**src/rtl/bpu_ras_if.sv**
```systemverilog
// Fetch/commit bus of the branch prediction unit: fetch PC, prediction results,
// flush and the commit-stage resolution fields.
interface bpu_ras_if #(
    parameter int XLEN = 64
);
    logic            flush_i;
    logic [XLEN-1:0] curr_pc_i;
    logic            pred_accept_i;
    logic            comm_res_valid_i;
    logic [XLEN-1:0] comm_res_pc_i;
    logic [XLEN-1:0] comm_res_target_i;
    logic            comm_res_taken_i;
    logic            comm_res_mispredict_i;
    logic [1:0]      comm_res_type_i;
    logic [XLEN-1:0] pred_pc_o;
    logic            pred_taken_o;
    logic [XLEN-1:0] pred_target_o;
    logic [1:0]      pred_type_o;

    modport master (
        output flush_i, curr_pc_i, pred_accept_i,
        output comm_res_valid_i, comm_res_pc_i, comm_res_target_i,
        output comm_res_taken_i, comm_res_mispredict_i, comm_res_type_i,
        input  pred_pc_o, pred_taken_o, pred_target_o, pred_type_o
    );

    modport slave (
        input  flush_i, curr_pc_i, pred_accept_i,
        input  comm_res_valid_i, comm_res_pc_i, comm_res_target_i,
        input  comm_res_taken_i, comm_res_mispredict_i, comm_res_type_i,
        output pred_pc_o, pred_taken_o, pred_target_o, pred_type_o
    );
endinterface

```
**src/rtl/bpu_ras.sv**
```systemverilog
// Branch prediction unit: gshare PHT, tagged direct-mapped BTB with branch type and,
// when BPU_RAS_EN is defined, a speculative return address stack with a committed shadow.
module bpu_ras #(
    parameter int XLEN      = 64,
    parameter int HLEN      = 4,
    parameter int BTB_BITS  = 4,
    parameter int RAS_DEPTH = 4
) (
    input  logic     clk_i,
    input  logic     rst_i,
    bpu_ras_if.slave bus
);
    localparam int PHT_N = 1 << HLEN;
    localparam int BTB_N = 1 << BTB_BITS;
    localparam int TAG_W = XLEN - BTB_BITS - 2;
    localparam int TGT_W = XLEN - 2;

    localparam logic [1:0] T_COND = 2'b00;
    localparam logic [1:0] T_CALL = 2'b10;
    localparam logic [1:0] T_RET  = 2'b11;

    function automatic logic [1:0] sat_cnt(input logic [1:0] c, input logic up);
        logic [1:0] r;
        r = c;
        if (up && c != 2'b11)
            r = c + 2'b01;
        else if (!up && c != 2'b00)
            r = c - 2'b01;
        return r;
    endfunction

    logic [PHT_N-1:0][1:0]       pht_q, pht_d;
    logic [HLEN-1:0]             ghr_q, ghr_d;
    logic [BTB_N-1:0]            btb_vld_q, btb_vld_d;
    logic [BTB_N-1:0][TAG_W-1:0] btb_tag_q, btb_tag_d;
    logic [BTB_N-1:0][TGT_W-1:0] btb_tgt_q, btb_tgt_d;
    logic [BTB_N-1:0][1:0]       btb_typ_q, btb_typ_d;

    logic [BTB_BITS-1:0] lk_idx;
    logic [TAG_W-1:0]    lk_tag;
    logic [HLEN-1:0]     lk_pht_idx;
    logic                lk_hit;
    logic [1:0]          lk_typ;

    logic [BTB_BITS-1:0] cm_idx;
    logic [HLEN-1:0]     cm_pht_idx;

    // Lookup always reads registered state, so a same-cycle commit write is seen next cycle.
    always_comb begin
        lk_idx     = bus.curr_pc_i[BTB_BITS+1:2];
        lk_tag     = bus.curr_pc_i[XLEN-1:BTB_BITS+2];
        lk_pht_idx = bus.curr_pc_i[HLEN+1:2] ^ ghr_q;
        lk_hit     = btb_vld_q[lk_idx] && (btb_tag_q[lk_idx] == lk_tag);
        lk_typ     = btb_typ_q[lk_idx];
    end

    always_comb begin
        pht_d      = pht_q;
        ghr_d      = ghr_q;
        btb_vld_d  = btb_vld_q;
        btb_tag_d  = btb_tag_q;
        btb_tgt_d  = btb_tgt_q;
        btb_typ_d  = btb_typ_q;
        cm_idx     = bus.comm_res_pc_i[BTB_BITS+1:2];
        cm_pht_idx = bus.comm_res_pc_i[HLEN+1:2] ^ ghr_q;
        if (bus.comm_res_valid_i) begin
            if (bus.comm_res_type_i == T_COND) begin
                pht_d[cm_pht_idx] = sat_cnt(pht_q[cm_pht_idx], bus.comm_res_taken_i);
                ghr_d             = {ghr_q[HLEN-2:0], bus.comm_res_taken_i};
            end
            if (bus.comm_res_mispredict_i) begin
                if (bus.comm_res_taken_i) begin
                    btb_vld_d[cm_idx] = 1'b1;
                    btb_tag_d[cm_idx] = bus.comm_res_pc_i[XLEN-1:BTB_BITS+2];
                    btb_tgt_d[cm_idx] = bus.comm_res_target_i[XLEN-1:2];
                    btb_typ_d[cm_idx] = bus.comm_res_type_i;
                end else begin
                    btb_vld_d[cm_idx] = 1'b0;
                end
            end
        end
    end

    // Targets are cleared on reset so a miss right after reset predicts address 0.
    always_ff @(posedge clk_i) begin
        if (rst_i) begin
            pht_q     <= {PHT_N{2'b01}};
            ghr_q     <= '0;
            btb_vld_q <= '0;
            btb_tgt_q <= '0;
        end else begin
            pht_q     <= pht_d;
            ghr_q     <= ghr_d;
            btb_vld_q <= btb_vld_d;
            btb_tgt_q <= btb_tgt_d;
        end
    end

    always_ff @(posedge clk_i) begin
        btb_tag_q <= btb_tag_d;
        btb_typ_q <= btb_typ_d;
    end

`ifdef BPU_RAS_EN
    localparam int PW = $clog2(RAS_DEPTH);
    localparam int CW = PW + 1;
    localparam logic [CW-1:0] RAS_FULL = CW'(RAS_DEPTH);

    // ptr addresses the next free slot; the top of stack sits at ptr-1 (circular).
    typedef struct packed {
        logic [RAS_DEPTH-1:0][XLEN-1:0] ent;
        logic [PW-1:0]                  ptr;
        logic [CW-1:0]                  cnt;
    } ras_t;

    function automatic ras_t ras_push(input ras_t r, input logic [XLEN-1:0] v);
        ras_t n;
        n            = r;
        n.ent[r.ptr] = v;
        n.ptr        = r.ptr + PW'(1);
        if (r.cnt != RAS_FULL)
            n.cnt = r.cnt + CW'(1);
        return n;
    endfunction

    function automatic ras_t ras_pop(input ras_t r);
        ras_t n;
        n = r;
        if (r.cnt != '0) begin
            n.ptr = r.ptr - PW'(1);
            n.cnt = r.cnt - CW'(1);
        end
        return n;
    endfunction

    ras_t            com_q, com_d;
    ras_t            spec_q, spec_d;
    logic            ras_top_vld;
    logic [XLEN-1:0] ras_top;

    // The committed copy updates first so a flush in the same cycle picks up its result.
    always_comb begin
        com_d = com_q;
        if (bus.comm_res_valid_i) begin
            if (bus.comm_res_type_i == T_CALL)
                com_d = ras_push(com_q, bus.comm_res_pc_i + XLEN'(4));
            else if (bus.comm_res_type_i == T_RET)
                com_d = ras_pop(com_q);
        end
        spec_d = spec_q;
        if (bus.flush_i) begin
            spec_d = com_d;
        end else if (bus.pred_accept_i && lk_hit) begin
            if (lk_typ == T_CALL)
                spec_d = ras_push(spec_q, bus.curr_pc_i + XLEN'(4));
            else if (lk_typ == T_RET)
                spec_d = ras_pop(spec_q);
        end
    end

    always_ff @(posedge clk_i) begin
        if (rst_i) begin
            com_q.ptr  <= '0;
            com_q.cnt  <= '0;
            spec_q.ptr <= '0;
            spec_q.cnt <= '0;
        end else begin
            com_q  <= com_d;
            spec_q <= spec_d;
        end
    end

    always_comb begin
        ras_top_vld = (spec_q.cnt != '0);
        ras_top     = spec_q.ent[spec_q.ptr - PW'(1)];
    end
`endif

    always_comb begin
        bus.pred_pc_o     = bus.curr_pc_i;
        bus.pred_type_o   = lk_hit ? lk_typ : 2'b00;
        bus.pred_taken_o  = lk_hit && ((lk_typ == T_COND) ? pht_q[lk_pht_idx][1] : 1'b1);
        bus.pred_target_o = {btb_tgt_q[lk_idx], 2'b00};
`ifdef BPU_RAS_EN
        if (lk_hit && lk_typ == T_RET && ras_top_vld)
            bus.pred_target_o = ras_top & ~XLEN'(3);
`endif
    end

    // Byte-offset bits never select anything; flush/accept only matter with the stack present.
    logic unused_ok;
    assign unused_ok = ^{bus.curr_pc_i[1:0], bus.comm_res_pc_i[1:0], bus.comm_res_target_i[1:0],
                         bus.flush_i, bus.pred_accept_i};

endmodule
```
**src/flat_wrapper.sv**
```systemverilog
// flat-port wrapper written by rule: the top's interface ports become plain ports
module bpu_ras_flat 
#(
    parameter int XLEN      = 64,
    parameter int HLEN      = 4,
    parameter int BTB_BITS  = 4,
    parameter int RAS_DEPTH = 4
)
  (clk_i, rst_i, bus_flush_i, bus_curr_pc_i, bus_pred_accept_i, bus_comm_res_valid_i, bus_comm_res_pc_i, bus_comm_res_target_i, bus_comm_res_taken_i, bus_comm_res_mispredict_i, bus_comm_res_type_i, bus_pred_pc_o, bus_pred_taken_o, bus_pred_target_o, bus_pred_type_o);
  bpu_ras_if #(.XLEN(XLEN)) bus_i ();
  input  logic clk_i;
  input  logic rst_i;
  input wire logic [$bits(bus_i.flush_i)-1:0] bus_flush_i;
  input wire logic [$bits(bus_i.curr_pc_i)-1:0] bus_curr_pc_i;
  input wire logic [$bits(bus_i.pred_accept_i)-1:0] bus_pred_accept_i;
  input wire logic [$bits(bus_i.comm_res_valid_i)-1:0] bus_comm_res_valid_i;
  input wire logic [$bits(bus_i.comm_res_pc_i)-1:0] bus_comm_res_pc_i;
  input wire logic [$bits(bus_i.comm_res_target_i)-1:0] bus_comm_res_target_i;
  input wire logic [$bits(bus_i.comm_res_taken_i)-1:0] bus_comm_res_taken_i;
  input wire logic [$bits(bus_i.comm_res_mispredict_i)-1:0] bus_comm_res_mispredict_i;
  input wire logic [$bits(bus_i.comm_res_type_i)-1:0] bus_comm_res_type_i;
  output wire logic [$bits(bus_i.pred_pc_o)-1:0] bus_pred_pc_o;
  output wire logic [$bits(bus_i.pred_taken_o)-1:0] bus_pred_taken_o;
  output wire logic [$bits(bus_i.pred_target_o)-1:0] bus_pred_target_o;
  output wire logic [$bits(bus_i.pred_type_o)-1:0] bus_pred_type_o;
  assign bus_i.flush_i = bus_flush_i;
  assign bus_i.curr_pc_i = bus_curr_pc_i;
  assign bus_i.pred_accept_i = bus_pred_accept_i;
  assign bus_i.comm_res_valid_i = bus_comm_res_valid_i;
  assign bus_i.comm_res_pc_i = bus_comm_res_pc_i;
  assign bus_i.comm_res_target_i = bus_comm_res_target_i;
  assign bus_i.comm_res_taken_i = bus_comm_res_taken_i;
  assign bus_i.comm_res_mispredict_i = bus_comm_res_mispredict_i;
  assign bus_i.comm_res_type_i = bus_comm_res_type_i;
  assign bus_pred_pc_o = bus_i.pred_pc_o;
  assign bus_pred_taken_o = bus_i.pred_taken_o;
  assign bus_pred_target_o = bus_i.pred_target_o;
  assign bus_pred_type_o = bus_i.pred_type_o;
  bpu_ras #(.XLEN(XLEN), .HLEN(HLEN), .BTB_BITS(BTB_BITS), .RAS_DEPTH(RAS_DEPTH)) u_core (.clk_i(clk_i), .rst_i(rst_i), .bus(bus_i));
endmodule
```
**config.mk**
```make
export PLATFORM = sky130hd
export DESIGN_NAME = bpu_ras_flat
export DESIGN_NICKNAME = d
export VERILOG_FILES = /design/src/rtl/bpu_ras_if.sv /design/src/rtl/bpu_ras.sv /design/src/flat_wrapper.sv
export SDC_FILE = /design/constraint.sdc
export NUM_CORES = 2
export LEC_CHECK = 0
export ABC_AREA = 0
export CAP_MARGIN = 0
export CORE_ASPECT_RATIO = 0.9
export CORE_MARGIN = 5
export CORE_UTILIZATION = 65
export CTS_BUF_LIST = sky130_fd_sc_hd__clkbuf_8
export CTS_CLUSTER_DIAMETER = 40
export DETAILED_ROUTE_END_ITERATION = 12
export DONT_BUFFER_PORTS = 1
export PLACE_DENSITY = 0.81
export SKIP_CTS_REPAIR_TIMING = 1
export SLEW_MARGIN = 10
export SYNTH_ARGS = -nofsm -noshare
export SYNTH_HDL_FRONTEND = slang
export SYNTH_SLANG_ARGS = --single-unit
```
**constraint.sdc**
```tcl
create_clock -name clk_i -period 11.5 [get_ports clk_i]
set_input_delay 2.3 -clock clk_i [delete_from_list [all_inputs] [get_ports clk_i]]
set_output_delay 2.3 -clock clk_i [all_outputs]
set_load 0.02 [all_outputs]
```
Word-level counts from Yosys, hierarchy flattened
Cells that the tools add are included.
Widths: inputs -> output; s select.
{ "totals": {"ff_bits": 2004, "inputBits": 201, "output_inout_bits": 131} }
{ "classes": {"addsub": 2, "magnitude_cmp": 6, "n_eq_ne": 2, "n_mux": 33, "n_bitwise": 5, "reduce_logical": 13} }
{ "op_table": {"columns": ["cell", "count"], "rows": [
  ["$bwmux 992", 1],
  ["$bwmux 928", 1],
  ["$bmux 62 s4", 1],
  ["$demux 62 s4", 1],
  ["$bmux 58 s4", 1],
  ["$demux 58 s4", 1],
  ["$mux 62", 2],
  ["$mux 58", 2],
  ["$bwmux 32", 2],
  ["$eq 58x58->1", 1],
  ["$bmux 2 s4", 3],
  ["$lt 4x5->1 const B", 4],
  ["$mux 2", 10],
  ["$and 16x16->16", 1],
  ["$demux 2 s4", 2],
  ["$mux 16", 1],
  ["$not 16->16", 1],
  ["$or 16x16->16", 1],
  ["$ge 4x1->1 const B", 2],
  ["$xor 4x4->4", 2],
  ["$logic_and 1x1->1", 6],
  ["$bmux 1 s4", 1],
  ["$demux 1 s4", 1],
  ["$logic_not 2->1", 2],
  ["other kinds (8)", 11]
]} }

Longest topological paths before layout
{ "logic_depth": {"ltp_word": 10, "depth_mapped": 13, "ltp_nobuf": 9} }

Worst setup path after synthesis
No wires, ideal clock.
{ "synth_path": {"path_kind": "in2out", "startpoint": "input port bus_curr_pc_i[3]", "endpoint": "output port bus_pred_taken_o", "arrival_ps": 4749, "t_required_ps": 9200, "setup_slack_ps": 4451, "stages": 10, "path_buffers": 4, "path_cell_list": "buf_4 > buf_2 > buf_2 > clkbuf_1 > mux4_2 > a221oi_1 > xor2_1 > nand4_1 > nor3_1 > and4b_1"} }
{ "synth_between": {"elab_chain_len": 5} }
{ "synth_rtl": {"columns": ["item", "line", "source"], "rows": [
  ["start, declared", "flat_wrapper.sv:14", "input wire logic [$bits(bus_i.curr_pc_i)-1:0] bus_curr_pc_i;"],
  ["$bmux 58 s4 (tied with other cells)", "bpu_ras.sv:53", "lk_hit = btb_vld_q[lk_idx] && (btb_tag_q[lk_idx] == lk_tag);"],
  ["$mux 58 (not written as such) (tied with other cells)", "bpu_ras.sv:53", null],
  ["$eq 58x58->1 (tied with other cells)", "bpu_ras.sv:53", null],
  ["$logic_and 1x1->1 or $mux 1 (tied branches)", "bpu_ras.sv:53, bpu_ras.sv:182", null],
  ["$logic_and 1x1->1 (*)", "bpu_ras.sv:182", "bus.pred_taken_o = lk_hit && ((lk_typ == T_COND) ? pht_q[lk_pht_idx][1] : 1'b1);"],
  ["end, declared", "flat_wrapper.sv:23", "output wire logic [$bits(bus_i.pred_taken_o)-1:0] bus_pred_taken_o;"]
]} }
Every way passes the cells marked *; elsewhere a longest branch is shown, timed or not. The select of a mux whose other input is x is not followed.

Worst setup path after layout
{ "layout_path": {"startpoint": "input port bus_curr_pc_i[3]", "endpoint": "output port bus_pred_type_o[1]"} }
{ "layout_between": {"elab_chain_len": 5} }
{ "layout_rtl": {"columns": ["item", "line", "source"], "rows": [
  ["$bmux 58 s4", "bpu_ras.sv:53", null],
  ["$mux 58 (not written as such)", "bpu_ras.sv:53", null],
  ["$eq 58x58->1", "bpu_ras.sv:53", null],
  ["$logic_and 1x1->1", "bpu_ras.sv:53", null],
  ["$mux 2 (*)", "bpu_ras.sv:181", "bus.pred_type_o = lk_hit ? lk_typ : 2'b00;"],
  ["end, declared", "flat_wrapper.sv:25", "output wire logic [$bits(bus_i.pred_type_o)-1:0] bus_pred_type_o;"]
]} }
Marks and branches as above.

==> summary.txt <==
Pwr
  – Sw frac: 0.219
  – Combinational Power Share: 0.036
  – Clock share of power: 0.411
  – Maximum VDD drop: 0.128 mV
  – Internal: 0.0106 W
  – Power share of the sequential group: 0.553
  – Pwr dens: 155 mW/mm^2
  – Static leakage: 28.0 nW
  – Psw: between 0.002 and 0.003 W

Final layout
  – Layout net count: just under 7000
  – Final Non-Filler Cells: 8467
  – Post-route cell area: 0.0876 sq mm
  – Final core occ: 0.699
  – Area Growth Syn to Fin: 6.69%
  – Share of cells above drive strength 1: 0.150

Global route
  – Grt total ovfl: 0
  – Largest net degree at the start of global routing: 1046
  – GRT Total Usage: 0.338
  – Initial antenna violation count: 6
  – First-pass GRT wire length: 339 mm
  – Vias in the first global route: between 50000 and 60000

Critical path
  – R2R depth: 9
  – CP Cell Sequence: buf_16 -> buf_16 -> buf_16 -> mux4_2 -> a22o_1 -> a221oi_2 -> xnor2_1 -> nor4_1 -> o2111ai_1 -> nor4_2 -> and4_1
  – R2R setup slack: approximately 8 ns
  – Critical Path Slowest Stage Cell: nor4_2
  – Critical path startpoint category: primary input
  – Crit end category: output port
  – Most common cell on crit path: buf_16
  – CP max stage delay: 0.92 ns
  – Worst Path Max Fanout: 143
  – Worst endpoint required time: 9.20 ns
  – Kind of critical path: in2out
  – CP Data Arrival Time: approximately 8 ns

Timing
  – Fin crit period: between 10 and 15 ns
  – Tcrit/Tclk final: 0.907
  – Worst setup margin: 1.07 ns
  – Setup tns final: 0 ns
  – Max-slew violations: 1001
  – Fmax: about 0.096 GHz
  – Tightest Pin Transition: 4.30 ns
  – Slew headroom: -1.87
  – Setup violators final: 0
  – Clk_skew: 0.0477 ns
  – Final Hold Fails: 0
  – RSZ-0062 raised after global routing: false

Placement
  – # placed instances: 7935
  – Pre-CTS setup slack: 2.96 ns
  – Placer Congestion: 0.858
  – IO Port Bufs: 0
  – DPL Wire Length: approximately 120 mm
  – Placed inst area: about 0.08 sq mm

Logic synthesis
  – Most common cell in the synthesized netlist: nand2_1
  – Synth top area cells: edfxtp_1 (35%), dfxtp_1 (25%), mux4_2 (14%)
  – Most common flop cell mapped by yosys: dfxtp_1
  – Post-Syn Area: 0.0821 sq mm
  – Yosys warnings: 0
  – Post-synthesis async set-or-reset flop share: 0
  – Share of the synthesized area in the top cell type: 0.351
  – Post-synth top cells: nand2_1 (2054), dfxtp_1 (1044), a21oi_1 (1023), edfxtp_1 (960), mux4_2 (526)
  – Sequential share of the synthesized area: 0.606
  – Synth cell types: 67
  – Mapped Cells: just under 7000
  – Synthesis-stage register bit count: 2004
  – Average size of a mapped cell: 11.9 sq um
  – Number of synthesized flops with an enable pin: 960
  – Post-synth top area cell: edfxtp_1

Floorplanning
  – Die area: 0.134 sq mm
  – Die X: 385 um
  – Row count: 123
  – Core area: 0.125 sq mm
  – Chip Height: 347 um
  – Initial core utilization: 0.655
  – I/O pin count: 332

Worst hold path
  – Hold Crit Depth: 2
  – HP Class: reg2reg

Route
  – Final ANT Viol Nets: 0
  – Post-route DRC: 0
  – Total Routed Length: 230 mm
  – Vias per Instance: 6.66
  – Vias: 56400
  – Routed len/inst: around 27 um
  – Drt pass-1 iters: 8
  – Initial DRC count: 8403

Flow run
  – Number of max-cap violations: 0

Clock tree
  – Root buf cell: clkbuf_8
  – CTS Sinks: 2004
  – H-Tree Depth: 5
  – Clk buf depth: 4
  – CTS tree: yes
  – Worst-path clk slew: ~0.06 ns
  – Worst-Skew Late Latency: 1.00 ns
  – Cts bufs inserted: 315

Outcome
  – Failing checks: max-slew violations
  – Status: finished, violations left
## per-stage QoR
| step | power, W | hold WS [ns] |
|---|---|---|
| after global placement | 0.00804 | 0.435 |
| final | 0.0136 | 0.450 |
| after CTS | 0.0135 | 0.451 |
| after detailed placement | 0.00805 | 0.443 |
| after global routing | 0.0140 | 0.465 |
| after floorplan | 0.00817 | 0.427 |
## metal layers
layer	share of wire	wire [um]	up-vias	global-route usage
li1	-	-	23800	-
met1	0.35	81000	27600	0.453
met3	0.14	31400	755	0.0915
met2	0.46	107000	4254	0.520
met4	0.048	11000	4	0.158
met5	0.00011	26	-	0
## power groups by stage
stage	combinational (W)	clock, W	sequential [W]
floorplan	0.000504	0	0.00767
global placement	0.000366	0	0.00767
detailed placement	0.000375	0	0.00767
CTS	0.000377	0.00560	0.00752
global route	0.000514	0.00593	0.00752
finish	0.000492	0.00558	0.00752
## placed cells by master (no fill, tap or decap), types with 10 or more instances in the layout
master / count
a211o_1: 17
a21oi_1: 1023
a221oi_1: 16
a22o_1: 10
a22oi_1: 32
buf_4: 41
clkbuf_8: 357
clkinv_1: 29
dfxtp_1: 1044
edfxtp_1: 960
inv_1: 124
inv_6: 14
mux2_2: 15
mux2i_1: 108
mux4_1: 10
mux4_2: 526
nand2_1: 2051
nand2b_1: 15
nand3_1: 13
nand3b_1: 18
nor2_1: 59
nor2b_1: 16
nor3_1: 16
o21ai_0: 37
o22ai_1: 17
xnor2_1: 36
xor2_1: 32
## cell type report
class	instances	area [sq um]
tap	1687	2110
clock buffer	357	4910
antenna	2	5.00
timing repair buffer	49	528
sequential	2004	49700
fill	8066	37700
clock inverter	165	774
multi-input combinational	4175	29300
inverter	28	200
## registers in the layout (all words and copies together), names as in the netlist, named ones only
register,cells
u_core.btb_tag_q,928
u_core.ghr_q,4
u_core.btb_tgt_q,992
u_core.pht_q,32
u_core.btb_typ_q,32
## worst max-delay path, delay by kind of cell
kind / cells / cell delay, ns
AND/OR/NAND/NOR: 3 / 1.80
buffers and inverters: 3 / 1.71
AO/OA/AOI/OAI: 3 / 1.03
multiplexers: 1 / 0.41
XOR/XNOR: 1 / 0.25
## path summary, 6_finish.rpt
check	from	to
worst max-delay path	bus_curr_pc_i[3]	bus_pred_type_o[1]
worst max register to register	u_core.ghr_q[1]	u_core.pht_q[12]
worst min-delay path	u_core.btb_tgt_q[152]	u_core.btb_tgt_q[152]
worst min register to register	u_core.btb_tgt_q[152]	u_core.btb_tgt_q[152]
## kinds of logic after synthesis
| kind of cell | Yosys count | share of synthesized area |
|---|---|---|
| AO/OA/AOI/OAI | 1199 | 0.0784 |
| XOR/XNOR | 69 | 0.00759 |
| adder cells (fa/ha/maj) | 2 | 0.000305 |
| buffers and inverters | 699 | 0.0385 |
| flip-flops | 2004 | 0.606 |
| multiplexers | 659 | 0.163 |
| other | 1 | 0.0000457 |
| AND/OR/NAND/NOR | 2244 | 0.107 |
No activity file was read; power rests on OpenSTA's default activity.
